===== config.mk =====
export PLATFORM = sky130hd
export DESIGN_NAME = counter_sweep_ctrl
export DESIGN_NICKNAME = d
export VERILOG_FILES = /design/src/rtl/counter_pkg.sv /design/src/rtl/counter_sweep_ctrl.sv
export SDC_FILE = /design/constraint.sdc
export NUM_CORES = 1
export LEC_CHECK = 0
export BUFFER_PORTS_ARGS = -buffer_cell sky130_fd_sc_hd__clkbuf_2
export CAP_MARGIN = 20
export CORE_MARGIN = 2
export CORE_UTILIZATION = 35
export CTS_BUF_LIST = sky130_fd_sc_hd__clkbuf_4
export CTS_CLUSTER_DIAMETER = 200
export DETAILED_ROUTE_END_ITERATION = 7
export GPL_ROUTABILITY_DRIVEN = 0
export GPL_TIMING_DRIVEN = 0
export SLEW_MARGIN = 30
export SYNTH_ARGS = -nofsm -noshare
export SYNTH_HDL_FRONTEND = slang
export SYNTH_SLANG_ARGS = --single-unit
export TNS_END_PERCENT = 20

===== constraint.sdc =====
create_clock -name i_clk -period 1.9 [get_ports i_clk]
set_input_delay 0.285 -clock i_clk [delete_from_list [all_inputs] [get_ports i_clk]]
set_output_delay 0.285 -clock i_clk [all_outputs]
set_load 0.005 [all_outputs]

===== src/rtl/counter_pkg.sv =====
// counter_pkg: definitions shared by the sweep controller, the up/down
// counter and their benches.
//   WIDTH_DEF / REP_W_DEF : default data / repeat-count widths
//   CNT_UP / CNT_DOWN     : counter direction encoding on updown
//   sweep_state_t         : sweep controller state encoding
package counter_pkg;

  localparam int WIDTH_DEF = 8;
  localparam int REP_W_DEF = 4;

  localparam logic CNT_UP   = 1'b0;
  localparam logic CNT_DOWN = 1'b1;

  typedef enum logic [2:0] {
    IDLE   = 3'd0,
    LOAD   = 3'd1,
    UP     = 3'd2,
    DOWN   = 3'd3,
    FINISH = 3'd4
  } sweep_state_t;

endpackage


===== src/rtl/counter_sweep_ctrl.sv =====
// counter_sweep_ctrl: drives an up/down counter through a lo->hi->lo
// triangle sweep, repeated reps times, then pulses done for one cycle.
//   i_clk, i_rst_sync        : clock, synchronous active-high reset
//   i_start / i_stop         : start a run (IDLE only) / abort a run
//   i_lim_lo/i_lim_hi/i_reps : sweep limits and repeat count, latched on start
//   i_cnt_value              : counter value feedback
//   o_cnt_load/o_cnt_value_in/o_cnt_enable/o_cnt_updown : counter controls
//   o_busy, o_done, o_err    : status (err is sticky for a rejected start)
//   o_sweeps_done            : completed sweeps in the current run
//
// state  | meaning
// IDLE   | waiting for start, counter controls idle
// LOAD   | counter loads the latched lo
// UP     | counting up until the counter reaches hi
// DOWN   | counting down until the counter reaches lo, then count a sweep
// FINISH | one-cycle done pulse, counter holds lo
module counter_sweep_ctrl
  import counter_pkg::*;
#(
  parameter int WIDTH = WIDTH_DEF,
  parameter int REP_W = REP_W_DEF
) (
  input  logic             i_clk,
  input  logic             i_rst_sync,
  input  logic             i_start,
  input  logic             i_stop,
  input  logic [WIDTH-1:0] i_lim_lo,
  input  logic [WIDTH-1:0] i_lim_hi,
  input  logic [REP_W-1:0] i_reps,
  input  logic [WIDTH-1:0] i_cnt_value,
  output logic             o_cnt_load,
  output logic [WIDTH-1:0] o_cnt_value_in,
  output logic             o_cnt_enable,
  output logic             o_cnt_updown,
  output logic             o_busy,
  output logic             o_done,
  output logic             o_err,
  output logic [REP_W-1:0] o_sweeps_done
);

  sweep_state_t     r_state;
  sweep_state_t     w_state_nxt;
  logic [WIDTH-1:0] r_lo;
  logic [WIDTH-1:0] r_hi;
  logic [REP_W-1:0] r_reps;
  logic [REP_W-1:0] r_sweeps;
  logic             r_err;

  logic             w_start_ok;
  logic             w_accept;
  logic             w_reject;
  logic             w_sweep_inc;
  logic [WIDTH-1:0] w_hi_m1;
  logic [WIDTH-1:0] w_lo_p1;
  logic [REP_W-1:0] w_sweeps_p1;

  assign w_start_ok  = (i_lim_hi > i_lim_lo) && (i_reps != '0);
  assign w_hi_m1     = r_hi - WIDTH'(1);
  assign w_lo_p1     = r_lo + WIDTH'(1);
  assign w_sweeps_p1 = r_sweeps + REP_W'(1);

  always_ff @(posedge i_clk) begin
    if (i_rst_sync) begin
      r_state  <= IDLE;
      r_lo     <= '0;
      r_hi     <= '0;
      r_reps   <= '0;
      r_sweeps <= '0;
      r_err    <= 1'b0;
    end else begin
      r_state <= w_state_nxt;
      if (w_accept) begin
        r_lo     <= i_lim_lo;
        r_hi     <= i_lim_hi;
        r_reps   <= i_reps;
        r_sweeps <= '0;
        r_err    <= 1'b0;
      end else if (w_reject) begin
        r_err <= 1'b1;
      end
      if (w_sweep_inc) r_sweeps <= w_sweeps_p1;
    end
  end

  // The turn-around compares look one step ahead (hi-1, lo+1) so the counter
  // lands on hi / lo on the same edge that the state changes direction.
  always_comb begin
    w_state_nxt = r_state;
    w_accept    = 1'b0;
    w_reject    = 1'b0;
    w_sweep_inc = 1'b0;
    case (r_state)
      IDLE: begin
        if (i_start && !i_stop) begin
          if (w_start_ok) begin
            w_accept    = 1'b1;
            w_state_nxt = LOAD;
          end else begin
            w_reject = 1'b1;
          end
        end
      end
      LOAD:   w_state_nxt = UP;
      UP: begin
        if (i_cnt_value == w_hi_m1) w_state_nxt = DOWN;
      end
      DOWN: begin
        if (i_cnt_value == w_lo_p1) begin
          w_sweep_inc = 1'b1;
          w_state_nxt = (w_sweeps_p1 == r_reps) ? FINISH : UP;
        end
      end
      FINISH: w_state_nxt = IDLE;
      default: w_state_nxt = IDLE;
    endcase
    // Abort wins over everything; an aborted turn is not counted as a sweep.
    if (i_stop && (r_state != IDLE)) begin
      w_state_nxt = IDLE;
      w_sweep_inc = 1'b0;
    end
  end

  always_comb begin
    o_cnt_load   = 1'b0;
    o_cnt_enable = 1'b0;
    o_cnt_updown = CNT_UP;
    o_busy       = 1'b0;
    o_done       = 1'b0;
    case (r_state)
      LOAD: begin
        o_cnt_load   = 1'b1;
        o_cnt_enable = 1'b1;
        o_busy       = 1'b1;
      end
      UP: begin
        o_cnt_enable = 1'b1;
        o_busy       = 1'b1;
      end
      DOWN: begin
        o_cnt_enable = 1'b1;
        o_cnt_updown = CNT_DOWN;
        o_busy       = 1'b1;
      end
      FINISH:  o_done = 1'b1;
      default: ;
    endcase
  end

  assign o_cnt_value_in = r_lo;
  assign o_err          = r_err;
  assign o_sweeps_done  = r_sweeps;

endmodule


==> impl_metrics.py, run 1 <==
metrics = {
    "placed_design": {
        "dp_hpwl_mm": 3.82,
        "pre_cts_ws_ns": -0.234,
        "io_buffers": 47,
        "dpl_cell_area_mm2": 0.00228,
        "post-place-cells": 352,
    },
    "critical_path": {
        "critical_path_required_ns": 2.14,
        "cp-end-kind": "flip-flop",
        "slowest_stage": "dfxtp_4",
        "crit_fanout": 4,
        "critPathArrivalTime_ns": 2.19,
        "max_stage_delay_ns": 0.39,
        "crit_family": "compound AO/OA/AOI/OAI gates",
        "path_cells": "ha_4 -> nor2b_4 -> or3_4 -> a31oi_4 -> o2111ai_4 -> buf_6 -> o211ai_1 -> a21oi_2",
        "path_class": "flip-flop to flip-flop",
        "crit_buf_inv": 1,
        "cp-start-kind": "flip-flop",
    },
    "global_routing": {
        "grt_pass1_wl_mm": 8.20,
        "grt_max_degree": 17,
        "grt_usage": 0.169,
        "grt_pass1_vias": 1640,
        "overflow": 0,
        "antenna_found_initial": 0,
    },
    "yosys": {
        "synth_seq_cells": 28,
        "async_flop_share": 0,
        "synth_ff_type": "dfxtp_1",
        "syn_area_mm2": 0.00195,
        "synth_edf_count": 0,
        "synthTopCellsByCount": "36 x nor2_1, 28 x dfxtp_1, 20 x mux2i_1",
        "avgSynthCellArea_um2": 8.37,
        "seq_area_frac_synth": 0.288,
        "syn_nets": 276,
        "synthDistinctLibCells": 46,
        "synth_top_area_frac": 0.288,
        "synthCells": 233,
        "yosys.area.top_type": "dfxtp_1",
        "synth_top_cells_by_area": "dfxtp_1 29%, mux2i_1 10%, ha_1 7.1%, nor2_1 6.9%, xor2_1 6.3%",
        "yosys_warnings": 0,
        "yosysMostFrequentCell": "nor2_1",
    },
    "clocking": {
        "clk_path_buf_depth": 2,
        "clkTransAtPathRegs_ns": 0.17,
        "clock_latency_ns": 0.34,
        "numClockSinks": 28,
        "h-tree-depth": 1,
        "numCtsBuffers": 3,
        "clockRootBuffer": "clkbuf_4",
        "cts_hold_buffers": 0,
        "cts_tree": "built",
    },
    "detailed_routing": {
        "viasPerCell": 5.07,
        "first_iter_violations": 77,
        "drc_errors": 0,
        "dr.pass1.iters": 4,
        "wire_per_inst_um": 14.3,
        "postRouteAntennaNets": 0,
        "drt-total-wl_mm": 5.24,
        "via_count": 1857,
    },
    "finish": {
        "stdcell_area_mm2": 0.00262,
        "fillCellCount": 525,
        "final_cells": 366,
        "fin_nets": 338,
        "drive_gt1_frac": 0.340,
        "diodes": 0,
        "area_growth_pct": 34.3,
    },
    "timing": {
        "slew_violations": 0,
        "fin_crit_sh": 1.03,
        "setup-violations-final": 4,
        "fmax_mhz": 512,
        "grt_setup_unrepaired": "true",
        "worst-slew-pin-transition_ns": 0.542,
        "hold_violations": 0,
        "worst_slack_ns": -0.0537,
        "skew_ns": 0.00531,
        "fin_crit_ns": 1.95,
        "fin_tns_setup_ns": -0.110,
        "relSlewSlack": 0.638,
    },
    "job": {
        "cap_violations": 0,
    },
    "die": {
        "core_mm2": 0.00544,
        "rows": 27,
        "start_util": 0.358,
        "die_h_um": 78.6,
        "io_pins": 50,
        "fp.dieArea_mm2": 0.00618,
        "die_w_um": 78.6,
    },
    "min_path": {
        "hp-class": "input port to flip-flop",
    },
    "pwr": {
        "ir_drop_uv": 381,
        "leakagePower_nw": 1.10,
        "powerDensity_mw_per_mm2": 526,
    },
    "run_status": {
        "outcome": "finished with violations",
        "violations": "negative setup slack",
    },
}
[what timing repair did]
action                     in CTS  in global routing
pin swaps                       8                 13
buffers inserted                5                  6
gates resized for setup        25                 23
setup endpoints to repair      26                 26
cloned                          1                  0
[metrics by stage]
stage	utilization	hold slack, ns	power [mW]
global placement	0.420	0.501	0.918
CTS	0.462	0.175	1.37
finish	0.481	0.180	1.38
global route	0.481	0.177	1.45
detailed placement	0.420	0.517	0.921
floorplan	-	0.432	0.826
[layer usage]
layer  vias up  routed length [um]  GRT usage
met1       872                2550      0.242
met3         4                 149     0.0184
met2        27                2490      0.269
li1        954                   -          -
met4         0                  51     0.0474
met5         -                   0          0
[cell families after synthesis]
| group | count (synthesis) | share of synthesized area |
|---|---|---|
| buffers and inverters | 22 | 0.0507 |
| adder cells (fa/ha/maj) | 11 | 0.0706 |
| AO/OA/AOI/OAI | 44 | 0.169 |
| XOR/XNOR | 23 | 0.103 |
| multiplexers | 20 | 0.103 |
| flip-flops | 28 | 0.288 |
| AND/OR/NAND/NOR | 85 | 0.216 |
[registers in the layout, summed over array words and instances (netlist names)]
signal and count:
r_state 3, o_sweeps_done 4, o_err 1, o_cnt_value_in 8
r_hi 8, r_reps 4
[tightest hold or removal path, stage by stage]
cell      delay [ns]
clkbuf_2        0.09
mux2i_1         0.06
nor2_1          0.07
[layout by cell type (no fill, tap or decap), drive strengths merged, types with 4 or more instances in the layout]
cell type and count:
xnor2 9, o211ai 7, nor3 5, inv 12, buf 18, clkbuf 52, or3 4, nand2 10
a31oi 4, nand3 7, o21ai 6, nor2 36, nor2b 7, dfxtp 28, mux2i 20, a21oi 7
ha 11, xor2 14
[power breakdown]
part           switching [mW]  total, mW  internal, mW
clock network           0.200      0.414         0.213
logic                   0.172      0.339         0.167
registers              0.0248      0.626         0.601
[path summary, 6_finish.rpt]
kind,start,end,slack [ns],depth (start not counted)
setup / recovery,o_cnt_value_in[0],o_sweeps_done[0],-0.05,8
setup reg to reg,o_cnt_value_in[0],o_sweeps_done[0],-0.05,8
hold reg to reg,r_reps[0],r_reps[0],0.54,2
hold / removal,i_lim_hi[0],r_hi[0],0.18,3
[layout make-up]
cell class	instances	area [um^2]	share of cell area
flip-flops and latches	28	589	0.225
clock inverters	1	30.0	0.0115
plain buffers	8	70.1	0.0268
multi-input cells	183	1420	0.543
inverters	12	45.0	0.0172
clock buffers	3	22.5	0.00860
well taps	72	90.1	0.0344
repair buffers	59	349	0.133
Power figures use the tool's default switching activity.
==> run 2: changes to the inputs <==
CTS_BUF_LIST = sky130_fd_sc_hd__clkbuf_16   (was sky130_fd_sc_hd__clkbuf_4)
==> impl_metrics.py, run 2 (synthesis results as in run 1) <==
metrics = {
    "detailed_routing": {
        "dr.pass1.iters": 4,
        "postRouteAntennaNets": 0,
        "wire_per_inst_um": 14.4,
        "first_iter_violations": 69,
        "via_count": 1846,
        "drt-total-wl_mm": 5.23,
        "viasPerCell": 5.10,
        "drc_errors": 0,
    },
    "critical_path": {
        "cp-end-kind": "flip-flop",
        "r2r_start": "o_cnt_value_in[0]",
        "r2r_end": "o_sweeps_done[0]",
        "path_class": "flip-flop to flip-flop",
        "cp-start-kind": "flip-flop",
        "crit_fanout": 4,
        "critPathArrivalTime_ns": 2.12,
        "ff2ff_path_depth": 8,
        "critical_path_required_ns": 2.05,
        "rrSetupSlack_ns": -0.06,
    },
    "run_status": {
        "outcome": "finished with violations",
        "violations": "negative setup slack",
    },
    "clocking": {
        "numClockSinks": 28,
        "clockRootBuffer": "clkbuf_16",
        "cts_tree": "built",
        "numCtsBuffers": 3,
        "clk_path_buf_depth": 2,
        "h-tree-depth": 1,
        "clkTransAtPathRegs_ns": 0.07,
        "clock_latency_ns": 0.27,
    },
    "timing": {
        "fmax_mhz": 509,
        "hold_ws_ns": 0.267,
        "fin_crit_ns": 1.96,
        "skew_ns": 0.00310,
        "hold_violations": 0,
        "worst-slew-pin-transition_ns": 0.546,
        "grt_setup_unrepaired": "true",
        "slew_violations": 0,
        "setup-violations-final": 4,
        "fin_crit_sh": 1.03,
        "relSlewSlack": 0.635,
        "worst_slack_ns": -0.0646,
    },
    "finish": {
        "layout_common_cells": "47 x clkbuf_2, 36 x nor2_1, 20 x mux2i_1",
        "drive_gt1_frac": 0.328,
        "ff_latch_area_um2": 586,
        "diodes": 0,
        "area_growth_pct": 35.6,
        "fin_nets": 334,
        "layout_commonest_cell": "clkbuf_2",
        "multi_input_area_mm2": 0.00143,
        "final_cells": 362,
        "fillCellCount": 519,
        "utilization": 0.486,
    },
    "die": {
        "core_mm2": 0.00544,
        "die_w_um": 78.6,
        "fp.dieArea_mm2": 0.00618,
        "rows": 27,
        "io_pins": 50,
        "start_util": 0.358,
        "die_h_um": 78.6,
    },
    "global_routing": {
        "grt_usage": 0.169,
        "overflow": 0,
        "grt_pass1_vias": 1632,
        "grt_pass1_wl_mm": 8.18,
        "grt_max_degree": 17,
        "antenna_found_initial": 0,
    },
    "job": {
        "cap_violations": 0,
    },
    "min_path": {
        "hp-class": "input port to flip-flop",
        "hold_depth": 3,
        "hp-start": "i_lim_hi[0]",
        "hold_end": "r_hi[0]",
    },
    "pwr": {
        "leakagePower_nw": 1.11,
        "finalPower_mw": 1.60,
        "powerDensity_mw_per_mm2": 605,
        "ir_drop_uv": 355,
    },
    "placed_design": {
        "pre_cts_ws_ns": -0.234,
        "io_buffers": 47,
        "dp_hpwl_mm": 3.82,
        "post-place-cells": 352,
    },
}
## run 2: final cells by class
type / instances / area share
Clock inverter: 1 / 0.0114
Buffer: 8 / 0.0265
Multi-Input combinational cell: 183 / 0.539
Inverter: 12 / 0.0170
Sequential cell: 28 / 0.221
Clock buffer: 3 / 0.0284
Timing Repair Buffer: 55 / 0.122
Tap cell: 72 / 0.0341
## run 2: metrics by stage
stage          cell area (um^2)  setup TNS [ns]
4_1_cts                    2560         -0.0868
3_3_place_gp               2280           -4.80
6_report                   2640          -0.209
2_1_floorplan              1960        -0.00143
5_1_grt                    2640           -1.02
3_5_place_dp               2280           -5.06
## run 2: layer usage
metal	track usage	routed length, um
met5	0	0
met4	0.0474	63
met3	0.0184	223
met2	0.268	2470
met1	0.241	2460
## run 2: repair_timing
| action | CTS | global route |
|---|---|---|
| hold buffers | 0 | 0 |
| pin swaps | 9 | 9 |
| setup buffers | 5 | 2 |
| cloned | 1 | 0 |
| resized for setup | 25 | 22 |
| setup endpoints to repair | 26 | 24 |
## run 2: where the power goes
part	total, mW	switching [mW]	leakage (nW)	internal (mW)
Sequential	0.627	0.0254	0.233	0.602
Combinational	0.333	0.169	0.823	0.163
Clock	0.639	0.219	0.0511	0.420
## run 2: worst max path at each step
stage | cells after the start | slack, ns | startpoint | to
2_1_floorplan | 7 | -0.001 | o_cnt_value_in[0] | o_sweeps_done[0]
3_3_place_gp | 7 | -0.23 | o_cnt_value_in[0] | o_sweeps_done[0]
3_5_place_dp | 7 | -0.23 | o_cnt_value_in[0] | o_sweeps_done[0]
4_1_cts | 7 | -0.04 | o_cnt_value_in[0] | o_sweeps_done[0]
5_1_grt | 7 | -0.18 | o_cnt_value_in[5] | o_sweeps_done[0]
6_report | 8 | -0.06 | o_cnt_value_in[0] | o_sweeps_done[0]
## run 2: critical path, stage by stage, from the launching register on
cell       delay [ns]
dfxtp_4          0.36
ha_4             0.17
nor2b_4          0.13
or3_4            0.34
a31oi_4          0.21
o2111ai_4        0.19
buf_6            0.18
o211ai_1         0.19
a21oi_2          0.08
==> run 3: changes to the inputs <==
CORE_MARGIN = default   (was 2)
==> impl_metrics.py, run 3 (synthesis results as in run 1) <==
metrics = {
    "run_status": {
        "outcome": "finished with violations",
        "violations": "negative setup slack",
    },
    "placed_design": {
        "dpl_cell_area_mm2": 0.00228,
        "post-place-cells": 350,
        "dp_hpwl_mm": 3.86,
        "io_buffers": 47,
    },
    "pwr": {
        "finalPower_mw": 1.45,
        "powerDensity_mw_per_mm2": 561,
        "leakagePower_nw": 1.09,
        "ir_drop_uv": 365,
    },
    "critical_path": {
        "r2r_end": "o_sweeps_done[3]",
        "critPathArrivalTime_ns": 2.06,
        "ff2ff_path_depth": 8,
        "cp-end-kind": "flip-flop",
        "rrSetupSlack_ns": -0.02,
        "critical_path_required_ns": 2.04,
        "r2r_start": "o_cnt_value_in[0]",
        "crit_fanout": 4,
        "cp-start-kind": "flip-flop",
        "path_class": "flip-flop to flip-flop",
    },
    "global_routing": {
        "grt_pass1_wl_mm": 8.50,
        "antenna_found_initial": 0,
        "overflow": 0,
        "grt_pass1_vias": 1782,
        "grt_usage": 0.183,
        "grt_max_degree": 16,
    },
    "timing": {
        "relSlewSlack": 0.621,
        "slew_violations": 0,
        "setup-violations-final": 3,
        "fmax_mhz": 521,
        "grt_setup_unrepaired": "true",
        "fin_crit_ns": 1.92,
        "fin_crit_sh": 1.01,
        "worst-slew-pin-transition_ns": 0.568,
        "hold_violations": 0,
        "skew_ns": 0.00717,
        "worst_slack_ns": -0.0195,
    },
    "clocking": {
        "cts_tree": "built",
        "h-tree-depth": 1,
        "clock_latency_ns": 0.27,
        "clkTransAtPathRegs_ns": 0.07,
        "clockRootBuffer": "clkbuf_16",
        "numClockSinks": 28,
        "numCtsBuffers": 3,
        "clk_path_buf_depth": 2,
    },
    "finish": {
        "layout_common_cells": "47 x clkbuf_2, 35 x nor2_1, 20 x mux2i_1",
        "multi_input_area_mm2": 0.00141,
        "diodes": 0,
        "stdcell_area_mm2": 0.00258,
        "layout_commonest_cell": "clkbuf_2",
        "final_cells": 360,
        "ff_latch_area_um2": 583,
        "fin_nets": 334,
        "drive_gt1_frac": 0.321,
        "fillCellCount": 519,
        "utilization": 0.493,
        "area_growth_pct": 32.5,
    },
    "detailed_routing": {
        "via_count": 1842,
        "dr.pass1.iters": 4,
        "postRouteAntennaNets": 0,
        "drt-total-wl_mm": 5.08,
        "first_iter_violations": 73,
        "viasPerCell": 5.12,
        "wire_per_inst_um": 14.1,
        "drc_errors": 0,
    },
    "die": {
        "start_util": 0.372,
        "io_pins": 50,
        "die_w_um": 76.6,
        "core_mm2": 0.00524,
        "fp.dieArea_mm2": 0.00587,
        "die_h_um": 76.6,
        "rows": 26,
    },
    "min_path": {
        "hp-start": "i_lim_lo[7]",
        "hold_depth": 3,
        "hp-class": "input port to flip-flop",
        "hold_end": "o_cnt_value_in[7]",
    },
    "job": {
        "cap_violations": 0,
    },
}
## run 3: cell type report
class	instances	share of cell area
clock buffer	3	0.0291
tap	70	0.0339
sequential	28	0.226
timing repair buffer	55	0.117
inverter	12	0.0174
buffer	8	0.0291
multi-input combinational	183	0.546
clock inverter	1	0.00145
## run 3: what timing repair did
| action | 4_1_cts | 5_1_grt |
|---|---|---|
| setup endpoints to repair | 26 | 27 |
| buffers inserted | 7 | 1 |
| hold buffers | 0 | 0 |
| gates resized for setup | 28 | 16 |
| pin swaps | 9 | 12 |
## run 3: per-stage QoR
stage               worst slack (ns)  hold slack, ns  setup TNS, ns
CTS                          -0.0273           0.266        -0.0891
global route                 -0.0933           0.279         -0.386
detailed placement            -0.241           0.505          -5.31
finish                       -0.0195           0.267        -0.0284
floorplan                   -0.00143           0.432       -0.00143
global placement              -0.227           0.499          -4.72
## run 3: report_power, final
group / switching [mW] / leakage, nW / internal, mW
clock network: 0.214 / 0.0385 / 0.283
registers: 0.0249 / 0.233 / 0.603
logic: 0.167 / 0.819 / 0.156
## run 3: worst max-delay path, cell delays in order (launching register included)
cell and delay (ns):
dfxtp_4 0.36, ha_4 0.17, nor2b_4 0.12, or3_4 0.34, a31oi_4 0.20, o2111ai_4 0.16, buf_6 0.17, o211ai_1 0.18
a21oi_2 0.09
## run 3: worst max path at each step
stage                                 start          endpoint
after global placement    o_cnt_value_in[0]  o_sweeps_done[0]
final                     o_cnt_value_in[0]  o_sweeps_done[3]
after CTS                 o_cnt_value_in[0]  o_sweeps_done[1]
after detailed placement  o_cnt_value_in[0]  o_sweeps_done[0]
after global routing      o_cnt_value_in[0]  o_sweeps_done[3]
after floorplan           o_cnt_value_in[0]  o_sweeps_done[0]
## run 3: routing by layer
metal	wire, um	global-route usage	share of wire
met1	2470	0.244	0.49
met2	2380	0.295	0.47
met4	81	0.0635	0.016
met3	150	0.0299	0.030
met5	0	0	0
